File: src/rtl/muldiv_pkg.sv
// muldiv_pkg: op and state encodings shared by the sequential multiplier/divider
package muldiv_pkg;
    localparam logic [1:0] OP_MULT  = 2'b00;
    localparam logic [1:0] OP_MULTU = 2'b01;
    localparam logic [1:0] OP_DIV   = 2'b10;
    localparam logic [1:0] OP_DIVU  = 2'b11;

    typedef enum logic [1:0] {IDLE, RUN, FIX} state_e;

    function automatic logic is_signed_op(input logic [1:0] op);
        return (op == OP_MULT) || (op == OP_DIV);
    endfunction

    function automatic logic is_div_op(input logic [1:0] op);
        return (op == OP_DIV) || (op == OP_DIVU);
    endfunction
endpackage

File: src/rtl/muldiv_seq_if.sv
// muldiv_seq_if: request/result bundle between a requester and muldiv_seq
interface muldiv_seq_if #(parameter int WIDTH = 32);
    logic             start;
    logic [1:0]       op;
    logic [WIDTH-1:0] a;
    logic [WIDTH-1:0] b;
    logic [WIDTH-1:0] hi;
    logic [WIDTH-1:0] lo;
    logic             busy;
    logic             done;
    logic             div_zero;

    modport master (output start, op, a, b, input hi, lo, busy, done, div_zero);
    modport slave (input start, op, a, b, output hi, lo, busy, done, div_zero);
endinterface

File: src/rtl/muldiv_addsub.sv
// muldiv_addsub: N-bit adder/subtractor; cin_i=1 subtracts and cout_o=1 then means no borrow
module muldiv_addsub #(
    parameter int N = 33
) (
    input  logic [N-1:0] a_i,
    input  logic [N-1:0] b_i,
    input  logic         cin_i,
    output logic [N-1:0] sum_o,
    output logic         cout_o
);
    assign {cout_o, sum_o} = {1'b0, a_i} + {1'b0, b_i ^ {N{cin_i}}} + {{N{1'b0}}, cin_i};
endmodule

File: src/rtl/muldiv_seq.sv
// muldiv_seq: one-bit-per-cycle signed/unsigned multiply and restoring divide on magnitudes,
// with sign correction applied in a final FIX cycle.
module muldiv_seq
    import muldiv_pkg::*;
#(
    parameter int WIDTH = 32
) (
    input logic         clock,
    input logic         reset,
    muldiv_seq_if.slave bus
);
    localparam int CW = $clog2(WIDTH) + 1;

    state_e             state_q, state_d;
    logic [1:0]         op_q, op_d;
    logic               sa_q, sa_d, sb_q, sb_d;
    logic [WIDTH-1:0]   ma_q, ma_d, mb_q, mb_d, acc_q, acc_d;
    logic [WIDTH-1:0]   hi_q, hi_d, lo_q, lo_d;
    logic [CW-1:0]      cnt_q, cnt_d;
    logic               done_q, done_d, dz_q, dz_d;
    logic               is_div, in_sa, in_sb, b_zero, as_co;
    logic [WIDTH:0]     as_a, as_y, part;
    logic [2*WIDTH-1:0] prod, prod_fix;

    assign is_div = is_div_op(op_q);
    assign in_sa  = is_signed_op(bus.op) & bus.a[WIDTH-1];
    assign in_sb  = is_signed_op(bus.op) & bus.b[WIDTH-1];
    assign b_zero = mb_q == '0;

    // ma_q holds the multiplier (shifting right) or dividend/quotient (shifting left); acc_q is product high / remainder
    assign as_a = is_div ? {acc_q, ma_q[WIDTH-1]} : {1'b0, acc_q};

    muldiv_addsub #(.N(WIDTH + 1)) u_addsub (
        .a_i   (as_a),
        .b_i   ({1'b0, mb_q}),
        .cin_i (is_div),
        .sum_o (as_y),
        .cout_o(as_co)
    );

    assign part     = ma_q[0] ? as_y : {1'b0, acc_q};
    assign prod     = {acc_q, ma_q};
    assign prod_fix = (sa_q ^ sb_q) ? -prod : prod;

    always_comb begin
        state_d = state_q;
        op_d    = op_q;
        sa_d    = sa_q;
        sb_d    = sb_q;
        ma_d    = ma_q;
        mb_d    = mb_q;
        acc_d   = acc_q;
        cnt_d   = cnt_q;
        hi_d    = hi_q;
        lo_d    = lo_q;
        dz_d    = dz_q;
        done_d  = 1'b0;
        case (state_q)
            IDLE: if (bus.start) begin
                state_d = RUN;
                op_d    = bus.op;
                sa_d    = in_sa;
                sb_d    = in_sb;
                ma_d    = in_sa ? -bus.a : bus.a;
                mb_d    = in_sb ? -bus.b : bus.b;
                acc_d   = '0;
                cnt_d   = '0;
                dz_d    = 1'b0;
            end
            RUN: begin
                cnt_d   = cnt_q + CW'(1);
                acc_d   = is_div ? (as_co ? as_y[WIDTH-1:0] : as_a[WIDTH-1:0]) : part[WIDTH:1];
                ma_d    = is_div ? {ma_q[WIDTH-2:0], as_co} : {part[0], ma_q[WIDTH-1:1]};
                state_d = (cnt_q == CW'(WIDTH - 1)) ? FIX : RUN;
            end
            FIX: begin
                state_d = IDLE;
                done_d  = 1'b1;
                hi_d    = is_div ? (sa_q ? -acc_q : acc_q) : prod_fix[2*WIDTH-1:WIDTH];
                lo_d    = is_div ? (b_zero ? '1 : ((sa_q ^ sb_q) ? -ma_q : ma_q)) : prod_fix[WIDTH-1:0];
                dz_d    = is_div & b_zero;
            end
            default: state_d = IDLE;
        endcase
    end

    always_ff @(posedge clock) begin
        if (reset) begin
            state_q <= IDLE;
            op_q    <= OP_MULT;
            sa_q    <= 1'b0;
            sb_q    <= 1'b0;
            ma_q    <= '0;
            mb_q    <= '0;
            acc_q   <= '0;
            cnt_q   <= '0;
            hi_q    <= '0;
            lo_q    <= '0;
            dz_q    <= 1'b0;
            done_q  <= 1'b0;
        end else begin
            state_q <= state_d;
            op_q    <= op_d;
            sa_q    <= sa_d;
            sb_q    <= sb_d;
            ma_q    <= ma_d;
            mb_q    <= mb_d;
            acc_q   <= acc_d;
            cnt_q   <= cnt_d;
            hi_q    <= hi_d;
            lo_q    <= lo_d;
            dz_q    <= dz_d;
            done_q  <= done_d;
        end
    end

    assign bus.hi       = hi_q;
    assign bus.lo       = lo_q;
    assign bus.busy     = state_q != IDLE;
    assign bus.done     = done_q;
    assign bus.div_zero = dz_q;
endmodule

File: src/flat_wrapper.sv
// flat-port wrapper written by rule: the top's interface ports become plain ports
module muldiv_seq_flat import muldiv_pkg::*;
#(
    parameter int WIDTH = 32
)
  (clock, reset, bus_start, bus_op, bus_a, bus_b, bus_hi, bus_lo, bus_busy, bus_done, bus_div_zero);
  muldiv_seq_if #(.WIDTH(WIDTH)) bus_i ();
  input logic clock;
  input logic reset;
  input wire logic [$bits(bus_i.start)-1:0] bus_start;
  input wire logic [$bits(bus_i.op)-1:0] bus_op;
  input wire logic [$bits(bus_i.a)-1:0] bus_a;
  input wire logic [$bits(bus_i.b)-1:0] bus_b;
  output wire logic [$bits(bus_i.hi)-1:0] bus_hi;
  output wire logic [$bits(bus_i.lo)-1:0] bus_lo;
  output wire logic [$bits(bus_i.busy)-1:0] bus_busy;
  output wire logic [$bits(bus_i.done)-1:0] bus_done;
  output wire logic [$bits(bus_i.div_zero)-1:0] bus_div_zero;
  assign bus_i.start = bus_start;
  assign bus_i.op = bus_op;
  assign bus_i.a = bus_a;
  assign bus_i.b = bus_b;
  assign bus_hi = bus_i.hi;
  assign bus_lo = bus_i.lo;
  assign bus_busy = bus_i.busy;
  assign bus_done = bus_i.done;
  assign bus_div_zero = bus_i.div_zero;
  muldiv_seq #(.WIDTH(WIDTH)) u_core (.clock(clock), .reset(reset), .bus(bus_i));
endmodule
File: config.mk
export PLATFORM = sky130hd
export DESIGN_NAME = muldiv_seq_flat
export DESIGN_NICKNAME = d
export VERILOG_FILES = /design/src/rtl/muldiv_pkg.sv /design/src/rtl/muldiv_seq_if.sv /design/src/rtl/muldiv_addsub.sv /design/src/rtl/muldiv_seq.sv /design/src/flat_wrapper.sv
export SDC_FILE = /design/constraint.sdc
export NUM_CORES = 1
export LEC_CHECK = 0
export CAP_MARGIN = 5
export CELL_PAD_IN_SITES_DETAIL_PLACEMENT = 1
export CELL_PAD_IN_SITES_GLOBAL_PLACEMENT = 2
export CORE_UTILIZATION = 37
export DETAILED_ROUTE_END_ITERATION = 7
export PLACE_DENSITY = 0.85
export REMOVE_ABC_BUFFERS = 1
export SYNTH_ARGS = -nofsm -noshare
export SYNTH_HDL_FRONTEND = slang
export SYNTH_SLANG_ARGS = --single-unit
File: constraint.sdc
create_clock -name clock -period 10.3 [get_ports clock]
set_input_delay 1.545 -clock clock [delete_from_list [all_inputs] [get_ports clock]]
set_output_delay 1.545 -clock clock [all_outputs]
set_load 0.01 [all_outputs]
==> flow_summary.toml, run 1 <==
[run_status]
status = "finished clean"

[timing]
setup_slack_ps = 5160
setup_viol = 0
holdWs_ps = 455
worst_pin_slew_ps = 1050
rsz0062_at_grt = "false"
period_share_pct = 49.9
fmax_mhz = 195
tns_ps = 0
slew_violations = 0
finalHoldViolations = 0
clock-skew-final_ps = 14.4
slew_headroom_pct = 29.7
period_needed_ps = 5140

[drt]
via_per_inst = 5.86
wl_per_cell_um = 19.8
drc_errors = 0
antenna_left = 0
drt_iter0_markers = 639
vias = 13200
wl_um = 44500
firstDrtPassIters = 6

[clock_tree]
numCtsBuffers = 17
clk_latency_ps = 450
cts_tree = "done"
cts_buffer_depth = 2
post_cts_buffers = 0
clock_sinks = 173
root_buffer = "clkbuf_16"
cts_resized = 0
clkSlewWorstSetupHoldPaths_ps = 80
cts_hold_buf = 0
ctsHtreeMaxLevel = 4

[die]
core-area_um2 = 35500
io_pins = 136
start_util_pct = 37.6
die_w_um = 192
die_y_um = 192
dieArea_um2 = 36800
rows = 69

[critical_path]
cp_max_fo = 63
critPathCaptureType = "flop"
rr_worst_depth = 12
cp.required_ps = 10640
worstSetupStartpointType = "flop"
arrival_ps = 5480
crit_type = "flop to flop"

[logic_synthesis]
synth_edf_count = 0
synth_seq_cells = 173
yosysSeqAreaShare_pct = 26.0
ys.flop_type = "dfxtp_1"
syn_avg_cell_area_um2 = 7.56
synth_most_common_cell = "nor2_1"
synthTopCellsByArea = "dfxtp_1, xor2_1, a211oi_1"
synth_commonest_cells = "nor2_1, dfxtp_1, nand2_1, a21oi_1, clkbuf_1"
yosysTopAreaCell = "dfxtp_1"
yosysTopAreaCellShare_pct = 26.0
ys.warnings.count = 0
synthArstFlopShare_pct = 0
yosysUniqueCellTypes = 84
syn_area_um2 = 13300
syn_inst = 1762

[final_layout]
area_growth_pct = 15.1
nNetsFinal = 1877
fin_area_um2 = 15300
fin_util_pct = 43.2
num-fill-cells = 4328
layout.cells.non_filler = 2245
antennaDiodeCount = 0
drive_above_1_share_pct = 6.84

[worst_hold_path]
hold_depth = 2
holdCritPathClass = "flop to flop"

[power]
combPwrFrac_pct = 26.6
p_clk_share_pct = 34.3
power.share.sequential_pct = 39.1
vdd_drop_max_v = 0.000110
p_leak_nw = 5.53
switchingPower_uw = 715
p_sw_share_pct = 36.6
p_int_mw = 1.24
p_per_area_nw_per_um2 = 127
power_mw = 1.95

[job]
maxCapViolations = 0

[placed_design]
gp_congestion = 0.884
portBuffers = 135
dp_cells = 2213
dp_hpwl_um = 32800
pre_cts_ws_ps = 5030
placed_cell_area_um2 = 14700

[grt]
overflow = 0
grt_max_degree = 80
track_usage_pct = 24.5
grt_pass1_vias = 13000
grt_pass1_wl_um = 71700
antenna_found_initial = 0
## layout by cell type (no fill, tap or decap), types with 9 or more instances in the layout
master / n
a2111oi_0: 11
a211oi_1: 106
a21o_1: 16
a21oi_1: 134
a311oi_1: 17
a31oi_1: 19
a32o_1: 9
and3_1: 9
buf_4: 22
clkbuf_16: 18
clkdlybuf4s50_1: 134
dfxtp_1: 172
ha_1: 36
inv_1: 16
mux2_2: 38
mux2i_1: 38
nand2_1: 159
nand2b_1: 15
nand3_1: 21
nand4_1: 17
nor2_1: 191
nor2b_1: 15
nor3_1: 52
nor4_1: 32
o211ai_1: 13
o21ai_0: 100
o22ai_1: 22
o31ai_1: 26
o41ai_1: 11
or3_1: 25
or4_1: 12
xnor2_1: 62
xor2_1: 99
## layer usage
metal / vias to the layer above / routed length, µm / track usage, %
li1: 6507 / - / -
met4: 0 / 524 / 5.46
met2: 255 / 20200 / 39.6
met5: - / 0 / 0
met3: 36 / 1430 / 2.48
met1: 6356 / 22300 / 34.8
## power by group through the flow
stage                     Clock [mW]  Combinational [mW]  Sequential [mW]
after floorplan                    0               0.347            0.764
after global placement             0               0.507            0.775
after detailed placement           0               0.514            0.778
after CTS                      0.683               0.518            0.762
after global routing           0.706               0.574            0.769
final                          0.670               0.520            0.764
## flip-flops by register name, summed over array words and instances, names as in the netlist
| signal | count |
|---|---|
| u_core.cnt_q | 6 |
| u_core.bus.hi | 32 |
| u_core.bus.div_zero | 1 |
| u_core.acc_q | 32 |
| u_core.ma_q | 32 |
| u_core.state_q | 2 |
| u_core.bus.done | 1 |
| u_core.op_q | 1 |
| u_core.sa_q | 1 |
| u_core.mb_q | 32 |
| u_core.bus.lo | 32 |
| u_core.sb_q | 1 |
## kinds of logic after synthesis
kind of cell,share of synthesized area [%]
buf+inv,5.65
compound gates,26.9
xor+xnor,10.6
simple gates,21.3
mux,6.07
fa+ha+maj,3.53
flops,26.0
## worst max-delay path, cell delays in order, from the launching register on
cell and delay, ps:
dfxtp_4 1040, buf_4 660, mux2_2 420, ha_1 350, a21oi_1 270, o21ai_0 130, a31oi_1 440, o22ai_2 210
a211oi_1 230, buf_4 210, or2_2 520, o21ai_0 180, a32o_1 280
## final timing paths
| kind | end | slack, ps | from |
|---|---|---|---|
| worst max-delay path | u_core.acc_q[6] | 5160 | u_core.op_q[1] |
| worst min-delay path | u_core.bus.hi[21] | 460 | u_core.bus.hi[21] |
| worst max register to register | u_core.acc_q[6] | 5160 | u_core.op_q[1] |
| worst min register to register | u_core.bus.hi[21] | 460 | u_core.bus.hi[21] |
## cell type report
type | count | area (µm²) | share of cell area (%)
timing repair buffer | 156 | 1510 | 9.82
sequential | 173 | 3470 | 22.6
clock inverter | 14 | 139 | 0.906
clock buffer | 18 | 450 | 2.94
inverter | 17 | 63.8 | 0.416
tap | 461 | 577 | 3.76
multi-input combinational | 1406 | 9130 | 59.5
No activity file was read; power rests on OpenSTA's default activity.
==> run 2: changes to the inputs <==
- CORE_UTILIZATION: 37 -> 34
- PLACE_DENSITY: 0.85 -> 0.78
- clock period: 10.3 -> 5.3 ns (I/O delays scaled with it)
==> run 2 against run 1 <==
Power increased by 97%; critical path depth unchanged; global-route usage decreased by 0.52 points; critical endpoint is now u_core.acc_q[28]; worst hold slack got worse by 1.5 ps; fmax increased by 14%; sequential power increased by 94%; sequential cell count unchanged.
==> flow_summary.toml, run 2 (synthesis gave the netlist of run 1 again) <==
[placed_design]
placed_cell_area_um2 = 14900
pre_cts_ws_ps = 932
dp_cells = 2274
gp_congestion = 0.854
portBuffers = 135
dp_hpwl_um = 35100

[power]
p_clk_share_pct = 34.6
p_per_area_nw_per_um2 = 248
combPwrFrac_pct = 26.9
p_sw_share_pct = 36.1
power.share.sequential_pct = 38.5
switchingPower_mw = 1.39
p_int_mw = 2.46
vdd_drop_max_v = 0.000182
p_leak_nw = 5.57
power_mw = 3.84

[drt]
drc_errors = 0
antenna_left = 0
via_per_inst = 5.79
drt_iter0_markers = 889
firstDrtPassIters = 5
wl_per_cell_um = 20.5
vias = 13300
wl_um = 47200

[die]
core-area_um2 = 38600
rows = 72
dieArea_um2 = 40000
io_pins = 136
start_util_pct = 34.5
die_y_um = 200
die_w_um = 200

[clock_tree]
root_buffer = "clkbuf_16"
cts_resized = 0
ctsHtreeMaxLevel = 4
clkSlewWorstSetupHoldPaths_ps = 80
clock_sinks = 173
post_cts_buffers = 0
cts_buffer_depth = 2
numCtsBuffers = 17
cts_tree = "done"
cts_hold_buf = 0
clk_latency_ps = 460

[timing]
holdWs_ps = 453
finalHoldViolations = 0
rsz0062_at_grt = "false"
period_share_pct = 84.9
setup_slack_ps = 803
period_needed_ps = 4500
worst_pin_slew_ps = 980
setup_viol = 0
clock-skew-final_ps = 13.2
slew_headroom_pct = 34.0
fmax_mhz = 222
slew_violations = 0

[critical_path]
max_stage_delay_ps = 850
crit_type = "flop to flop"
crit_family = "compound AO/OA/AOI/OAI gates"
crit_slowest_cell = "dfxtp_4"
critPathCaptureType = "flop"
arrival_ps = 4840
worstSetupStartpointType = "flop"
critical_path_buf_inv_count = 2
cp_max_fo = 66
cp.required_ps = 5640
path_cells = "buf_12 -> xor2_1 -> ha_1 -> a21oi_1 -> o21ai_0 -> a31oi_1 -> o22ai_2 -> a211oi_1 -> buf_4 -> or2_2 -> nor2_1 -> o41ai_1"

[grt]
overflow = 0
grt_max_degree = 108
antenna_found_initial = 0
track_usage_pct = 24.0
grt_pass1_vias = 13300
grt_pass1_wl_um = 75000

[final_layout]
final_cell_mix = "nor2_1, dfxtp_1, nand2_1"
area_growth_pct = 16.3
drive_above_1_share_pct = 7.16
fin_area_um2 = 15500
layout.cells.non_filler = 2306
mostFrequentLayoutCell = "nor2_1"
antennaDiodeCount = 0
nNetsFinal = 1881

[job]
maxCapViolations = 0

[worst_hold_path]
holdCritPathClass = "flop to flop"

[run_status]
status = "finished clean"
[run 2: cell type report]
| cell class | count | area [µm²] |
|---|---|---|
| clock inverter | 13 | 150 |
| clock buffer | 19 | 453 |
| multi-input combinational | 1406 | 9140 |
| inverter | 17 | 63.8 |
| timing repair buffer | 160 | 1570 |
| fill | 4678 | 23200 |
| tap | 518 | 648 |
| sequential | 173 | 3470 |
[run 2: worst reg2reg max path, cell delays in order (launching register included)]
cell and delay (ps):
dfxtp_4 850, buf_12 420, xor2_1 250, ha_1 310, a21oi_1 280, o21ai_0 110, a31oi_1 430, o22ai_2 200
a211oi_1 230, buf_4 200, or2_2 550, nor2_1 140, o41ai_1 420
[run 2: final timing paths]
check	to	depth (start not counted)	start	slack, ps
setup / recovery	u_core.acc_q[28]	12	u_core.op_q[1]	800
hold / removal	u_core.bus.hi[19]	2	u_core.bus.hi[19]	450
setup reg to reg	u_core.acc_q[28]	12	u_core.op_q[1]	800
hold reg to reg	u_core.bus.hi[19]	2	u_core.bus.hi[19]	450
[run 2: per-layer routing]
| layer | up-vias | share of wire (%) | GRT usage [%] |
|---|---|---|---|
| met5 | - | 0 | 0 |
| li1 | 6504 | - | - |
| met2 | 252 | 46 | 39.1 |
| met4 | 0 | 1.2 | 5.63 |
| met3 | 34 | 3.5 | 2.28 |
| met1 | 6553 | 49 | 33.8 |
[run 2: metrics by stage]
stage	utilization, %	setup TNS [ps]
after floorplan	-	-203520
after global placement	38.5	0
after detailed placement	38.5	0
after CTS	40.1	0
after global routing	40.1	0
final	40.1	0
[run 2: power groups by stage]
stage / logic (mW) / registers (mW) / clock network [mW]
after floorplan: 0.674 / 1.48 / 0
after global placement: 1.01 / 1.51 / 0
after detailed placement: 1.02 / 1.51 / 0
after CTS: 1.03 / 1.48 / 1.37
after global routing: 1.14 / 1.49 / 1.40
final: 1.03 / 1.48 / 1.33
==> run 3: changes to the inputs <==
- CORE_UTILIZATION: 34 -> 31
- PLACE_DENSITY: 0.78 -> 0.75
- clock period: 5.3 -> 3.8 ns (I/O delays scaled with it)
==> run 3 against run 2 <==
Setup slack lost 640 ps; final cell count grew 4.7%; fmax grew 24%; critical path type unchanged; critical endpoint is now u_core.acc_q[29].
==> flow_summary.toml, run 3 (synthesis gave the netlist of run 1 again) <==
[run_status]
status = "finished clean"

[critical_path]
crit_slowest_cell = "dfxtp_4"
cp_max_fo = 12
reg2reg_setup_slack_ps = 160
cp.required_ps = 4150
max_stage_delay_ps = 470
worstSetupStartpointType = "flop"
path_cells = "buf_4 -> mux2_2 -> ha_1 -> nand2_1 -> o31ai_4 -> a31oi_2 -> or3_1 -> and3_1 -> o21ai_1 -> mux2_2 -> o41ai_1"
crit_type = "flop to flop"
cp.depth = 11
crit_family = "compound AO/OA/AOI/OAI gates"
path_common_cell = "mux2_2"
critical_path_buf_inv_count = 1
rr_worst_depth = 11
critPathCaptureType = "flop"
arrival_ps = 3990

[placed_design]
portBuffers = 135
placed_cell_area_um2 = 15600
pre_cts_ws_ps = 77.7
gp_congestion = 0.884
dp_hpwl_um = 37300
dp_cells = 2383

[final_layout]
drive_above_1_share_pct = 11.7
area_growth_pct = 22.0
nNetsFinal = 1970
mostFrequentLayoutCell = "nor2_1"
num-fill-cells = 5130
fin_util_pct = 38.6
fin_area_um2 = 16300
layout.cells.non_filler = 2415
final_cell_mix = "nor2_1, dfxtp_1, nand2_1"
antennaDiodeCount = 0

[timing]
period_share_pct = 95.8
worst_pin_slew_ps = 1060
slew_headroom_pct = 29.2
rsz0062_at_grt = "true"
holdWs_ps = 452
fmax_mhz = 275
slew_violations = 0
clock-skew-final_ps = 13.6
setup_slack_ps = 159
finalHoldViolations = 0
setup_viol = 0
period_needed_ps = 3640
tns_ps = 0

[clock_tree]
clkSlewWorstSetupHoldPaths_ps = 70
cts_tree = "done"
numCtsBuffers = 17
cts_hold_buf = 0
cts_buffer_depth = 2
root_buffer = "clkbuf_16"
ctsHtreeMaxLevel = 4
clock_sinks = 173
clk_latency_ps = 460

[drt]
wl_per_cell_um = 20.3
antenna_left = 0
drc_errors = 0
drt_iter0_markers = 824
wl_um = 49000
firstDrtPassIters = 5
via_per_inst = 5.62
vias = 13600

[power]
combPwrFrac_pct = 28.7
p_per_area_nw_per_um2 = 338
p_sw_share_pct = 35.4
power_mw = 5.49
power.share.sequential_pct = 37.0
p_int_mw = 3.54
switchingPower_mw = 1.94
p_leak_nw = 6.03
vdd_drop_max_v = 0.000235
p_clk_share_pct = 34.3

[grt]
track_usage_pct = 22.3
grt_pass1_wl_um = 77600
antenna_found_initial = 0
grt_max_degree = 83
overflow = 0
grt_pass1_vias = 13600

[die]
core-area_um2 = 42100
die_y_um = 209
io_pins = 136
start_util_pct = 31.6
die_w_um = 209
dieArea_um2 = 43800
rows = 75

[worst_hold_path]
hold_depth = 2
holdCritPathClass = "flop to flop"

[job]
maxCapViolations = 0
[run 3: changes by cell type in the layout (fill, tap and decap cells not counted), moves of 2 or more]
cell      before  now
buf_12         3    6
buf_4         23  109
inv_8          4    1
clkbuf_8       2    0
inv_6          2    4
[run 3: timing repair]
action	CTS	global route
gates resized for setup	0	5
endpoints found under the setup margin	0	13
buffers inserted	0	1
[run 3: worst min-delay path, stage by stage (launching register included)]
cell and delay [ps]:
dfxtp_1 310, nand2_1 50, a21oi_1 50
[run 3: path summary, 6_finish.rpt]
path	from	endpoint
max	u_core.op_q[1]	u_core.acc_q[29]
min	u_core.bus.hi[18]	u_core.bus.hi[18]
max reg2reg	u_core.op_q[1]	u_core.acc_q[29]
min reg2reg	u_core.bus.hi[18]	u_core.bus.hi[18]
[run 3: cell type report]
| type | count | area (µm²) | share of cell area (%) |
|---|---|---|---|
| Timing Repair Buffer | 249 | 2280 | 14.0 |
| Clock inverter | 13 | 151 | 0.932 |
| Multi-Input combinational cell | 1406 | 9160 | 56.4 |
| Clock buffer | 18 | 450 | 2.77 |
| Sequential cell | 173 | 3470 | 21.3 |
| Inverter | 17 | 63.8 | 0.393 |
| Tap cell | 539 | 674 | 4.15 |
[run 3: power by group through the flow]
| stage | Clock [mW] | Combinational (mW) | Sequential [mW] |
|---|---|---|---|
| finish | 1.88 | 1.57 | 2.03 |
| global route | 2.00 | 1.72 | 2.04 |
| CTS | 1.94 | 1.57 | 2.03 |
| detailed placement | 0 | 1.56 | 2.07 |
| global placement | 0 | 1.53 | 2.07 |
| floorplan | 0 | 0.941 | 2.07 |
[run 3: per-layer routing]
| metal | GRT usage [%] | vias to the layer above | part of all wire [%] |
|---|---|---|---|
| met3 | 2.24 | 47 | 2.5 |
| met2 | 36.3 | 237 | 46 |
| met5 | 0 | - | 0 |
| met4 | 6.11 | 0 | 1.7 |
| met1 | 31.3 | 6630 | 50 |
| li1 | - | 6664 | - |
